## config.mk

```make
export PLATFORM = sky130hd
export DESIGN_NAME = id_scoreboard
export DESIGN_NICKNAME = d
export VERILOG_FILES = /design/src/rtl/id_scoreboard.sv
export SDC_FILE = /design/constraint.sdc
export NUM_CORES = 1
export LEC_CHECK = 0
export CAP_MARGIN = 25
export CORE_ASPECT_RATIO = 0.5
export CORE_MARGIN = 3
export CORE_UTILIZATION = 30
export CTS_CLUSTER_DIAMETER = 200
export DETAILED_ROUTE_END_ITERATION = 10
export PLACE_DENSITY = 0.62
export SYNTH_ARGS = -nofsm -noshare
export SYNTH_HDL_FRONTEND = slang
export SYNTH_SLANG_ARGS = --single-unit
```

## constraint.sdc

```tcl
create_clock -name clk -period 3 [get_ports clk]
set_clock_uncertainty 0.2 [all_clocks]
set_input_delay 0.45 -clock clk [delete_from_list [all_inputs] [get_ports clk]]
set_output_delay 0.45 -clock clk [all_outputs]
set_load 0.05 [all_outputs]
```

## src/rtl/id_scoreboard.sv

```systemverilog
// rtl/id_scoreboard.sv - register scoreboard and issue controller for the RV64 decode stage
// Tracks in-flight register writes, blocks RAW/WAW/capacity hazards, retires on writeback.
module id_scoreboard #(
  parameter int NREG         = 32,
  parameter int AW           = 5,
  parameter int MAX_INFLIGHT = 4,
  parameter int CW           = 3
) (
  input  logic            clk,
  input  logic            rst,
  input  logic            id_valid,
  input  logic            reg1_read_enable,
  input  logic [AW-1:0]   reg1_addr,
  input  logic            reg2_read_enable,
  input  logic [AW-1:0]   reg2_addr,
  input  logic            reg_write_enable,
  input  logic [AW-1:0]   reg_write_addr,
  input  logic            ex_ready,
  input  logic            wb_valid,
  input  logic [AW-1:0]   wb_addr,
  input  logic            flush,
  output logic            issue_o,
  output logic            stall_o,
  output logic [NREG-1:0] busy_o,
  output logic [CW-1:0]   inflight_o,
  output logic            wb_err_o
);

  // Busy storage covers the full address space so any index is legal; slots
  // at x0 or beyond NREG are held at zero and therefore never report a hazard.
  localparam int NSLOT = 1 << AW;

  logic [NSLOT-1:0] busy;
  logic [CW-1:0]    cnt;
  logic             wb_err;

  logic raw1, raw2, waw, full, hazard;
  logic rd_tracked, set, clr, wb_bad;

  always_comb begin
    raw1       = reg1_read_enable && (reg1_addr != '0) && busy[reg1_addr];
    raw2       = reg2_read_enable && (reg2_addr != '0) && busy[reg2_addr];
    rd_tracked = reg_write_enable && (reg_write_addr != '0);
    waw        = rd_tracked && busy[reg_write_addr];
    full       = rd_tracked && (cnt == CW'(MAX_INFLIGHT));
    hazard     = raw1 || raw2 || waw || full;

    issue_o = id_valid && ex_ready && !hazard && !flush && !rst;
    stall_o = id_valid && (hazard || !ex_ready) && !flush && !rst;

    set    = issue_o && rd_tracked;
    clr    = wb_valid && (wb_addr != '0) && busy[wb_addr];
    wb_bad = wb_valid && (wb_addr != '0) && !busy[wb_addr];
  end

  always_ff @(posedge clk or posedge rst) begin
    if (rst) begin
      busy <= '0;
    end else if (flush) begin
      busy <= '0;
    end else begin
      // set and clr never collide: WAW keeps a busy rd from issuing.
      for (int i = 0; i < NSLOT; i++) begin
        if (i == 0 || i >= NREG)
          busy[i] <= 1'b0;
        else if (set && reg_write_addr == AW'(i))
          busy[i] <= 1'b1;
        else if (clr && wb_addr == AW'(i))
          busy[i] <= 1'b0;
      end
    end
  end

  always_ff @(posedge clk or posedge rst) begin
    if (rst) begin
      cnt <= '0;
    end else if (flush) begin
      cnt <= '0;
    end else begin
      case ({set, clr})
        2'b10:   cnt <= cnt + CW'(1);
        2'b01:   cnt <= cnt - CW'(1);
        default: cnt <= cnt;
      endcase
    end
  end

  always_ff @(posedge clk or posedge rst) begin
    if (rst)
      wb_err <= 1'b0;
    else if (flush)
      wb_err <= 1'b0;
    else
      wb_err <= wb_bad;
  end

  assign busy_o     = busy[NREG-1:0];
  assign inflight_o = cnt;
  assign wb_err_o   = wb_err;

endmodule

```

==> qor.tcl, run 1 <==
set qor(endpoint_kind) {output pin}
set qor(holdCritPathClass) {reg2reg}
set qor(p_clk_share_pct) 39.5
set qor(synth-async-reset-ratio_pct) 100
set qor(place.gp.congestion) 0.925
set qor(yosys_most_used_dff) {sky130_fd_sc_hd__dfrtp_1}
set qor(leakagePower_nw) 1.80
set qor(routedWlPerCell_um) 22.1
set qor(via_count) 3173
set qor(vias_per_cell) 5.94
set qor(layout.cells.most_common) {sky130_fd_sc_hd__buf_4}
set qor(share_comb_of_total_power_pct) 22.4
set qor(clock_path_buffers) 2
set qor(h_tree_depth_reported_by_cts) 2
set qor(maxCapViolations) 0
set qor(critical_path.cell_chain) {buf_4, mux4_2, o22ai_2, nor4_2, a31oi_4, and2_4, buf_6, nand3_2, and2_4, buf_8}
set qor(post_dp_cell_area_sq_um) 4290
set qor(clkTransAtPathRegs_ns) 0.06
set qor(initial_antenna_violation_count) 0
set qor(die_w_um) 147
set qor(post_synthesis_net_count) 299
set qor(clkSinkCount) 35
set qor(final_period_util_pct) 101
set qor(grt_start_max_net_pins) 36
set qor(final_layout_fill_cell_count) 779
set qor(die_area_sq_um) 11200
set qor(drt_iter0_drc) 439
set qor(fin_ws_ns) -0.0399
set qor(grt-ovfl-total) 0
set qor(cell_internal_power_uw) 912
set qor(max_slew.worst_pin.slew_ns) 0.540
set qor(power.sequential.fraction_pct) 38.1
set qor(crit_arrival_ns) 2.39
set qor(highest-signal-layer) {met4}
set qor(floorplan.rows) 24
set qor(wirelength_routed_um) 11800
set qor(netSwitchingPower_uw) 339
set qor(final-hold-violation-count) 0
set qor(groute.usage.overall_pct) 20.6
set qor(met2WireLength_um) 5340
set qor(finalCoreUtilization_pct) 49.9
set qor(avgSynthCellArea_sq_um) 11.1
set qor(period_needed_ns) 3.04
set qor(clk_latency_ns) 0.28
set qor(crit_fanout) 5
set qor(layout.cells.most_common_list) {sky130_fd_sc_hd__buf_4 (72), sky130_fd_sc_hd__clkdlybuf4s50_1 (54), sky130_fd_sc_hd__mux4_2 (26)}
set qor(yosys_register_bits) 35
set qor(chipHeight_um) 76.4
set qor(unrepaired_setup_endpoints_after_global_routing) {yes}
set qor(cts-hold-fix-buffers) 0
set qor(max_freq_mhz) 329
set qor(critical-path-max-stage-delay_ns) 0.47
set qor(critical_path_required_ns) 2.35
set qor(swShare_pct) 27.1
set qor(power_density_nw_per_um2) 274
set qor(inserted_diodes) 0
set qor(route.layer.met1.wl_um) 5040
set qor(failing_checks) {setup timing}
set qor(critical_path_class) {reg2out}
set qor(timing.critical_path.from_type) {flip-flop}
set qor(synth_cells) 269
set qor(power.total_mw) 1.25
set qor(seq_total_area_yosys_pct) 29.4
set qor(synth_edf_count) 0
set qor(cts_root_buf) {sky130_fd_sc_hd__clkbuf_16}
set qor(vdd.ir_drop.worst_uv) 195
set qor(met3RoutedLength_um) 1070
set qor(estimated_wirelength_of_the_detail_placed_design_um) 8860
set qor(fin_area_sq_um) 4570
set qor(layout-area-overhead-vs-synth_pct) 53.4
set qor(layout.cells.non_filler) 534
set qor(timing.final.setup_violations) 3
set qor(drtPass1Iterations) 5
set qor(maxSlewHeadroom_pct) 63.9
set qor(pre_cts_ws_ns) -0.744
set qor(floorplan.initialDensity_pct) 32.5
set qor(dpl.cell_count) 516
set qor(cts_tree) {built}
set qor(tritoncts.num_buffers) 5
set qor(whs_ns) 0.403
set qor(yosys.cell_types.count) 55
set qor(io_pins) 67
set qor(coreArea_sq_um) 9160
set qor(synth_area_sq_um) 2980
set qor(grt_pass1_wl_um) 18200
set qor(path_common_cell) {sky130_fd_sc_hd__and2_4}
set qor(ys_warn_count) 0
set qor(drc) 0
set qor(port-buffer-count) 65
set qor(share_of_post_route_cells_with_drive_strength_above_1_pct) 42.8
set qor(remaining_antenna_violation_count) 0
set qor(run_status) {finished with violations}
set qor(crit_slowest_cell) {sky130_fd_sc_hd__dfrtp_2}
set qor(fin_nets) 433
set qor(report.final.slew_viol_count) 0
set qor(grt_pass1_vias) 3180
set qor(totalNegativeSetupSlack_ns) -0.116
-- cell usage after synthesis, types with 2 or more instances --
cell,number,area [sq um]
sky130_fd_sc_hd__o21ai_1,20,100
sky130_fd_sc_hd__mux4_1,4,105
sky130_fd_sc_hd__nand3b_1,3,22.5
sky130_fd_sc_hd__o22ai_1,2,12.5
sky130_fd_sc_hd__nor2_1,8,30.0
sky130_fd_sc_hd__buf_2,6,30.0
sky130_fd_sc_hd__o311ai_1,8,70.1
sky130_fd_sc_hd__nand4b_1,2,17.5
sky130_fd_sc_hd__nand3_1,6,30.0
sky130_fd_sc_hd__buf_6,4,45.0
sky130_fd_sc_hd__o211ai_2,2,25.0
sky130_fd_sc_hd__inv_1,5,18.8
sky130_fd_sc_hd__o31ai_1,2,15.0
sky130_fd_sc_hd__nor2b_1,10,62.6
sky130_fd_sc_hd__and3_1,2,12.5
sky130_fd_sc_hd__clkbuf_1,11,41.3
sky130_fd_sc_hd__nor3_1,3,15.0
sky130_fd_sc_hd__mux2_2,3,33.8
sky130_fd_sc_hd__nand4_1,2,12.5
sky130_fd_sc_hd__nor3b_1,2,15.0
sky130_fd_sc_hd__o311ai_0,23,201
sky130_fd_sc_hd__dfrtp_1,35,876
sky130_fd_sc_hd__mux2_1,2,22.5
sky130_fd_sc_hd__a31oi_4,2,42.5
sky130_fd_sc_hd__a221oi_1,2,17.5
sky130_fd_sc_hd__nand2_1,14,52.6
sky130_fd_sc_hd__nor4_1,2,12.5
sky130_fd_sc_hd__nand2b_1,8,50.1
sky130_fd_sc_hd__mux2i_1,9,90.1
sky130_fd_sc_hd__o21ai_0,12,60.1
sky130_fd_sc_hd__or2_2,4,25.0
sky130_fd_sc_hd__and2_1,5,31.3
sky130_fd_sc_hd__mux4_2,24,541
-- kinds of logic after synthesis --
logic type                 share of synthesized area (%)
other                                              0.126
muxes                                               26.6
xor gates and xnor gates                           0.294
DFF                                                 29.4
AOI/OAI and AO/OA                                   22.3
adders and majority gates                          0.673
buffers and inverters                               4.79
and+or+nand+nor                                     15.8
-- per-layer routing --
layer	vias to the layer above	global-route usage (%)
li1	1366	-
met1	1568	29.4
met2	205	31.4
met3	34	3.92
met4	0	6.47
met5	-	0
-- state kept, by name, summed over array words and instances (netlist names) --
signal / cells
busy_o: 31
inflight_o: 3
wb_err_o: 1
-- cell type report --
type | instances | area (sq um) | area share, %
Multi-Input combinational cell | 207 | 2010 | 44.0
Timing Repair Buffer | 149 | 1340 | 29.3
Sequential cell | 35 | 896 | 19.6
Tap cell | 130 | 163 | 3.56
Clock buffer | 5 | 125 | 2.74
Inverter | 5 | 22.5 | 0.493
Clock inverter | 3 | 15.0 | 0.329
-- final timing paths --
check / startpoint / endpoint / slack [ns] / cells past startpoint
worst min-delay path: busy_o[13] / busy_o[13] / 0.40 / 2
worst min register to register: busy_o[13] / busy_o[13] / 0.40 / 2
worst max-delay path: busy_o[14] / stall_o / -0.04 / 10
max in group asynchronous: rst / busy_o[30] / 1.79 / 3
min in group asynchronous: rst / busy_o[1] / 0.46 / 3
worst max register to register: busy_o[31] / inflight_o[2] / -0.04 / 9
-- power groups by stage --
stage	registers (mW)	logic (mW)	clock network (mW)
detailed placement	0.485	0.258	0
global placement	0.485	0.253	0
finish	0.477	0.280	0.494
global route	0.477	0.298	0.520
CTS	0.476	0.273	0.501
floorplan	0.491	0.123	0
-- what timing repair did --
action / CTS / global route
endpoints found under the setup margin: 22 / 4
gates resized for setup: 34 / 8
buffers inserted: 9 / 1
pin swaps: 10 / 12
-- critical path: cells and delay by family (launching register included) --
kind,cells,cell delay (ns)
flip-flops,1,0.47
multiplexers,1,0.47
AND/OR/NAND/NOR,4,0.45
buffers and inverters,3,0.40
AO/OA/AOI/OAI,2,0.30
Note: power is estimated with default switching activity, not from simulation.
==> run 2, diff against run 1 <==
--- a/config.mk
+++ b/config.mk
@@ -7,7 +7,7 @@
 export LEC_CHECK = 0
 export CAP_MARGIN = 25
 export CORE_ASPECT_RATIO = 0.5
-export CORE_MARGIN = 3
+export CORE_MARGIN = 10
 export CORE_UTILIZATION = 30
 export CTS_CLUSTER_DIAMETER = 200
 export DETAILED_ROUTE_END_ITERATION = 10
==> run 2 against run 1 <==
  * The run still ends with setup timing left
  * Cell area increased by 1.9%
  * Critical path depth down 1
  * Worst setup slack got worse by 0.096 ns
  * Sequential share of layout area down 0.37 points
  * Clock power is 4% higher
  * Non-clock buffer count is 5 higher
  * Largest power group unchanged
  * Highest routed layer unchanged
==> qor.tcl, run 2 (synthesis results as in run 1) <==
set qor(run_status) {finished with violations} ;# unchanged
set qor(failing_checks) {setup timing} ;# unchanged
set qor(grt_pass1_wl_um) 19100 ;# was 18200 um
set qor(die_area_sq_um) 14500 ;# was 11200 sq um
set qor(fin_nets) 438 ;# was 433
set qor(final_period_util_pct) 105 ;# was 101%
set qor(length_in_cells_of_the_worst_reg_to_reg_path) 11 ;# was 9
set qor(coreArea_sq_um) 9540 ;# was 9160 sq um
set qor(final-hold-violation-count) 0 ;# unchanged
set qor(critical_path.top_delay_family) {multiplexers} ;# was flip-flops
set qor(inserted_diodes) 0 ;# unchanged
set qor(report.final.slew_viol_count) 0 ;# unchanged
set qor(endpoint_kind) {output pin} ;# unchanged
set qor(io_pins) 67 ;# unchanged
set qor(max_freq_mhz) 319 ;# was 329 MHz
set qor(critical_path_class) {reg2out} ;# unchanged
set qor(h_tree_depth_reported_by_cts) 2 ;# unchanged
set qor(post_dp_cell_area_sq_um) 4340 ;# was 4290 sq um
set qor(wirelength_routed_um) 12300 ;# was 11800 um
set qor(final_layout_fill_cell_count) 851 ;# was 779
set qor(clk_latency_ns) 0.28 ;# about the same
set qor(grt_pass1_vias) 3303 ;# was 3180
set qor(floorplan.initialDensity_pct) 31.2 ;# was 32.5%
set qor(clock_path_buffers) 2 ;# unchanged
set qor(clkSinkCount) 35 ;# unchanged
set qor(crit_arrival_ns) 2.49 ;# was 2.39 ns
set qor(whs_ns) 0.416 ;# was 0.403 ns
set qor(timing.final.setup_violations) 3 ;# unchanged
set qor(maxSlewHeadroom_pct) 64.8 ;# was 63.9%
set qor(die_w_um) 161 ;# was 147 um
set qor(initial_antenna_violation_count) 0 ;# unchanged
set qor(cts_root_buf) {sky130_fd_sc_hd__clkbuf_16} ;# unchanged
set qor(hold_depth) 2 ;# unchanged
set qor(maxCapViolations) 0 ;# unchanged
set qor(via_count) 3188 ;# was 3173
set qor(leakagePower_nw) 1.84 ;# was 1.80 nW
set qor(timing.critical_path.from_type) {flip-flop} ;# unchanged
set qor(share_of_post_route_cells_with_drive_strength_above_1_pct) 44.3 ;# was 42.8%
set qor(path_common_cell) {sky130_fd_sc_hd__mux2i_1} ;# was sky130_fd_sc_hd__and2_4
set qor(multiInputGateArea_sq_um) 2020 ;# was 2010 sq um
set qor(routedWlPerCell_um) 22.7 ;# was 22.1 um
set qor(critical-path-max-stage-delay_ns) 0.45 ;# was 0.47 ns
set qor(vdd.ir_drop.worst_uv) 167 ;# was 195 uV
set qor(cts_tree) {built} ;# unchanged
set qor(fin_ws_ns) -0.135 ;# was -0.0399 ns
set qor(drc) 0 ;# unchanged
set qor(fin_area_sq_um) 4650 ;# was 4570 sq um
set qor(drtPass1Iterations) 5 ;# unchanged
set qor(grt-ovfl-total) 0 ;# unchanged
set qor(drt_iter0_drc) 483 ;# was 439
set qor(layout.cells.most_common) {sky130_fd_sc_hd__buf_4} ;# unchanged
set qor(r2r_slack_ns) -0.08 ;# was -0.04 ns
set qor(chipHeight_um) 90.4 ;# was 76.4 um
set qor(max_slew.worst_pin.slew_ns) 0.527 ;# was 0.540 ns
set qor(remaining_antenna_violation_count) 0 ;# unchanged
set qor(period_needed_ns) 3.14 ;# was 3.04 ns
set qor(estimated_wirelength_of_the_detail_placed_design_um) 9690 ;# was 8860 um
set qor(largest_reg_flops) 31 ;# unchanged
set qor(vias_per_cell) 5.86 ;# was 5.94
set qor(port-buffer-count) 65 ;# unchanged
set qor(tritoncts.num_buffers) 5 ;# unchanged
set qor(crit_path_cell_count) 9 ;# was 10
set qor(worstPathBufferInverterCount) 3 ;# unchanged
set qor(critical_path.cell_chain) {buf_4, mux4_2, mux2i_1, mux2i_1, a31oi_4, and2_4, buf_6, and4_4, buf_12} ;# was buf_4, mux4_2, o22ai_2, nor4_2, a31oi_4, and2_4, buf_6, nand3_2, and2_4, buf_8
set qor(layout.cells.most_common_list) {sky130_fd_sc_hd__buf_4 (74), sky130_fd_sc_hd__clkdlybuf4s50_1 (53), sky130_fd_sc_hd__mux4_2 (26)} ;# was sky130_fd_sc_hd__buf_4 (72), sky130_fd_sc_hd__clkdlybuf4s50_1 (54), sky130_fd_sc_hd__mux4_2 (26)
set qor(groute.usage.overall_pct) 16.5 ;# was 20.6%
set qor(clkTransAtPathRegs_ns) 0.06 ;# about the same
set qor(crit_slowest_cell) {sky130_fd_sc_hd__dfrtp_2} ;# unchanged
set qor(power_density_nw_per_um2) 270 ;# was 274 nW/um^2
set qor(holdCritPathClass) {reg2reg} ;# unchanged
set qor(floorplan.rows) 25 ;# was 24
set qor(place.gp.congestion) 0.975 ;# was 0.925
set qor(layout-area-overhead-vs-synth_pct) 56.4 ;# was 53.4%
set qor(unrepaired_setup_endpoints_after_global_routing) {yes} ;# unchanged
set qor(crit_fanout) 4 ;# was 5
set qor(grt_start_max_net_pins) 36 ;# unchanged
set qor(critical_path_required_ns) 2.35 ;# about the same
set qor(cts-hold-fix-buffers) 0 ;# unchanged
set qor(ff_latch_area_sq_um) 896 ;# unchanged
set qor(finalCoreUtilization_pct) 48.8 ;# was 49.9%
set qor(pre_cts_ws_ns) -0.781 ;# was -0.744 ns
run 2: what timing repair did:
item,4_1_cts,5_1_grt
gates resized for setup,31,18
buffers inserted,6,6
endpoints found under the setup margin,26,15
pin swaps,9,9
run 2: area by class of cell:
| class | count | area share [%] |
|---|---|---|
| Clock inverter | 3 | 0.430 |
| Multi-Input combinational cell | 207 | 43.4 |
| Inverter | 5 | 0.484 |
| Clock buffer | 5 | 2.69 |
| Sequential cell | 35 | 19.2 |
| Timing Repair Buffer | 154 | 30.1 |
| Tap cell | 135 | 3.63 |
run 2: stage by stage:
| step | TNS, ns | instances | power, mW |
|---|---|---|---|
| 2_1_floorplan | -0.0774 | 269 | 0.614 |
| 3_3_place_gp | -11.29 | 525 | 0.736 |
| 3_5_place_dp | -12.90 | 525 | 0.741 |
| 4_1_cts | -0.294 | 539 | 1.26 |
| 5_1_grt | -0.595 | 544 | 1.30 |
| 6_report | -0.345 | 544 | 1.26 |
run 2: path summary, 6_finish.rpt:
| check | start | endpoint |
|---|---|---|
| hold / removal | inflight_o[1] | inflight_o[1] |
| min in group asynchronous | rst | busy_o[11] |
| setup reg to reg | busy_o[28] | inflight_o[2] |
| hold reg to reg | inflight_o[1] | inflight_o[1] |
| setup / recovery | busy_o[28] | issue_o |
| max in group asynchronous | rst | busy_o[29] |
run 2: where the power goes:
group          internal, mW  leakage (nW)  switching (mW)
Clock                 0.306        0.0658           0.207
Combinational         0.128          1.31           0.140
Sequential            0.474         0.461         0.00235
Total                 0.908          1.84           0.349
run 2: per-layer routing:
layer / GRT usage, % / vias to the layer above / share of wire, %
li1: - / 1377 / -
met4: 5.87 / 0 / 2.1
met2: 26.8 / 219 / 47
met5: 0 / - / 0
met1: 21.4 / 1566 / 39
met3: 2.82 / 26 / 11
run 2: worst min-delay path, cell delays in order (launching register included):
cell and delay, ns:
sky130_fd_sc_hd__dfrtp_1 0.43, sky130_fd_sc_hd__nand2_1 0.08, sky130_fd_sc_hd__mux2i_1 0.06
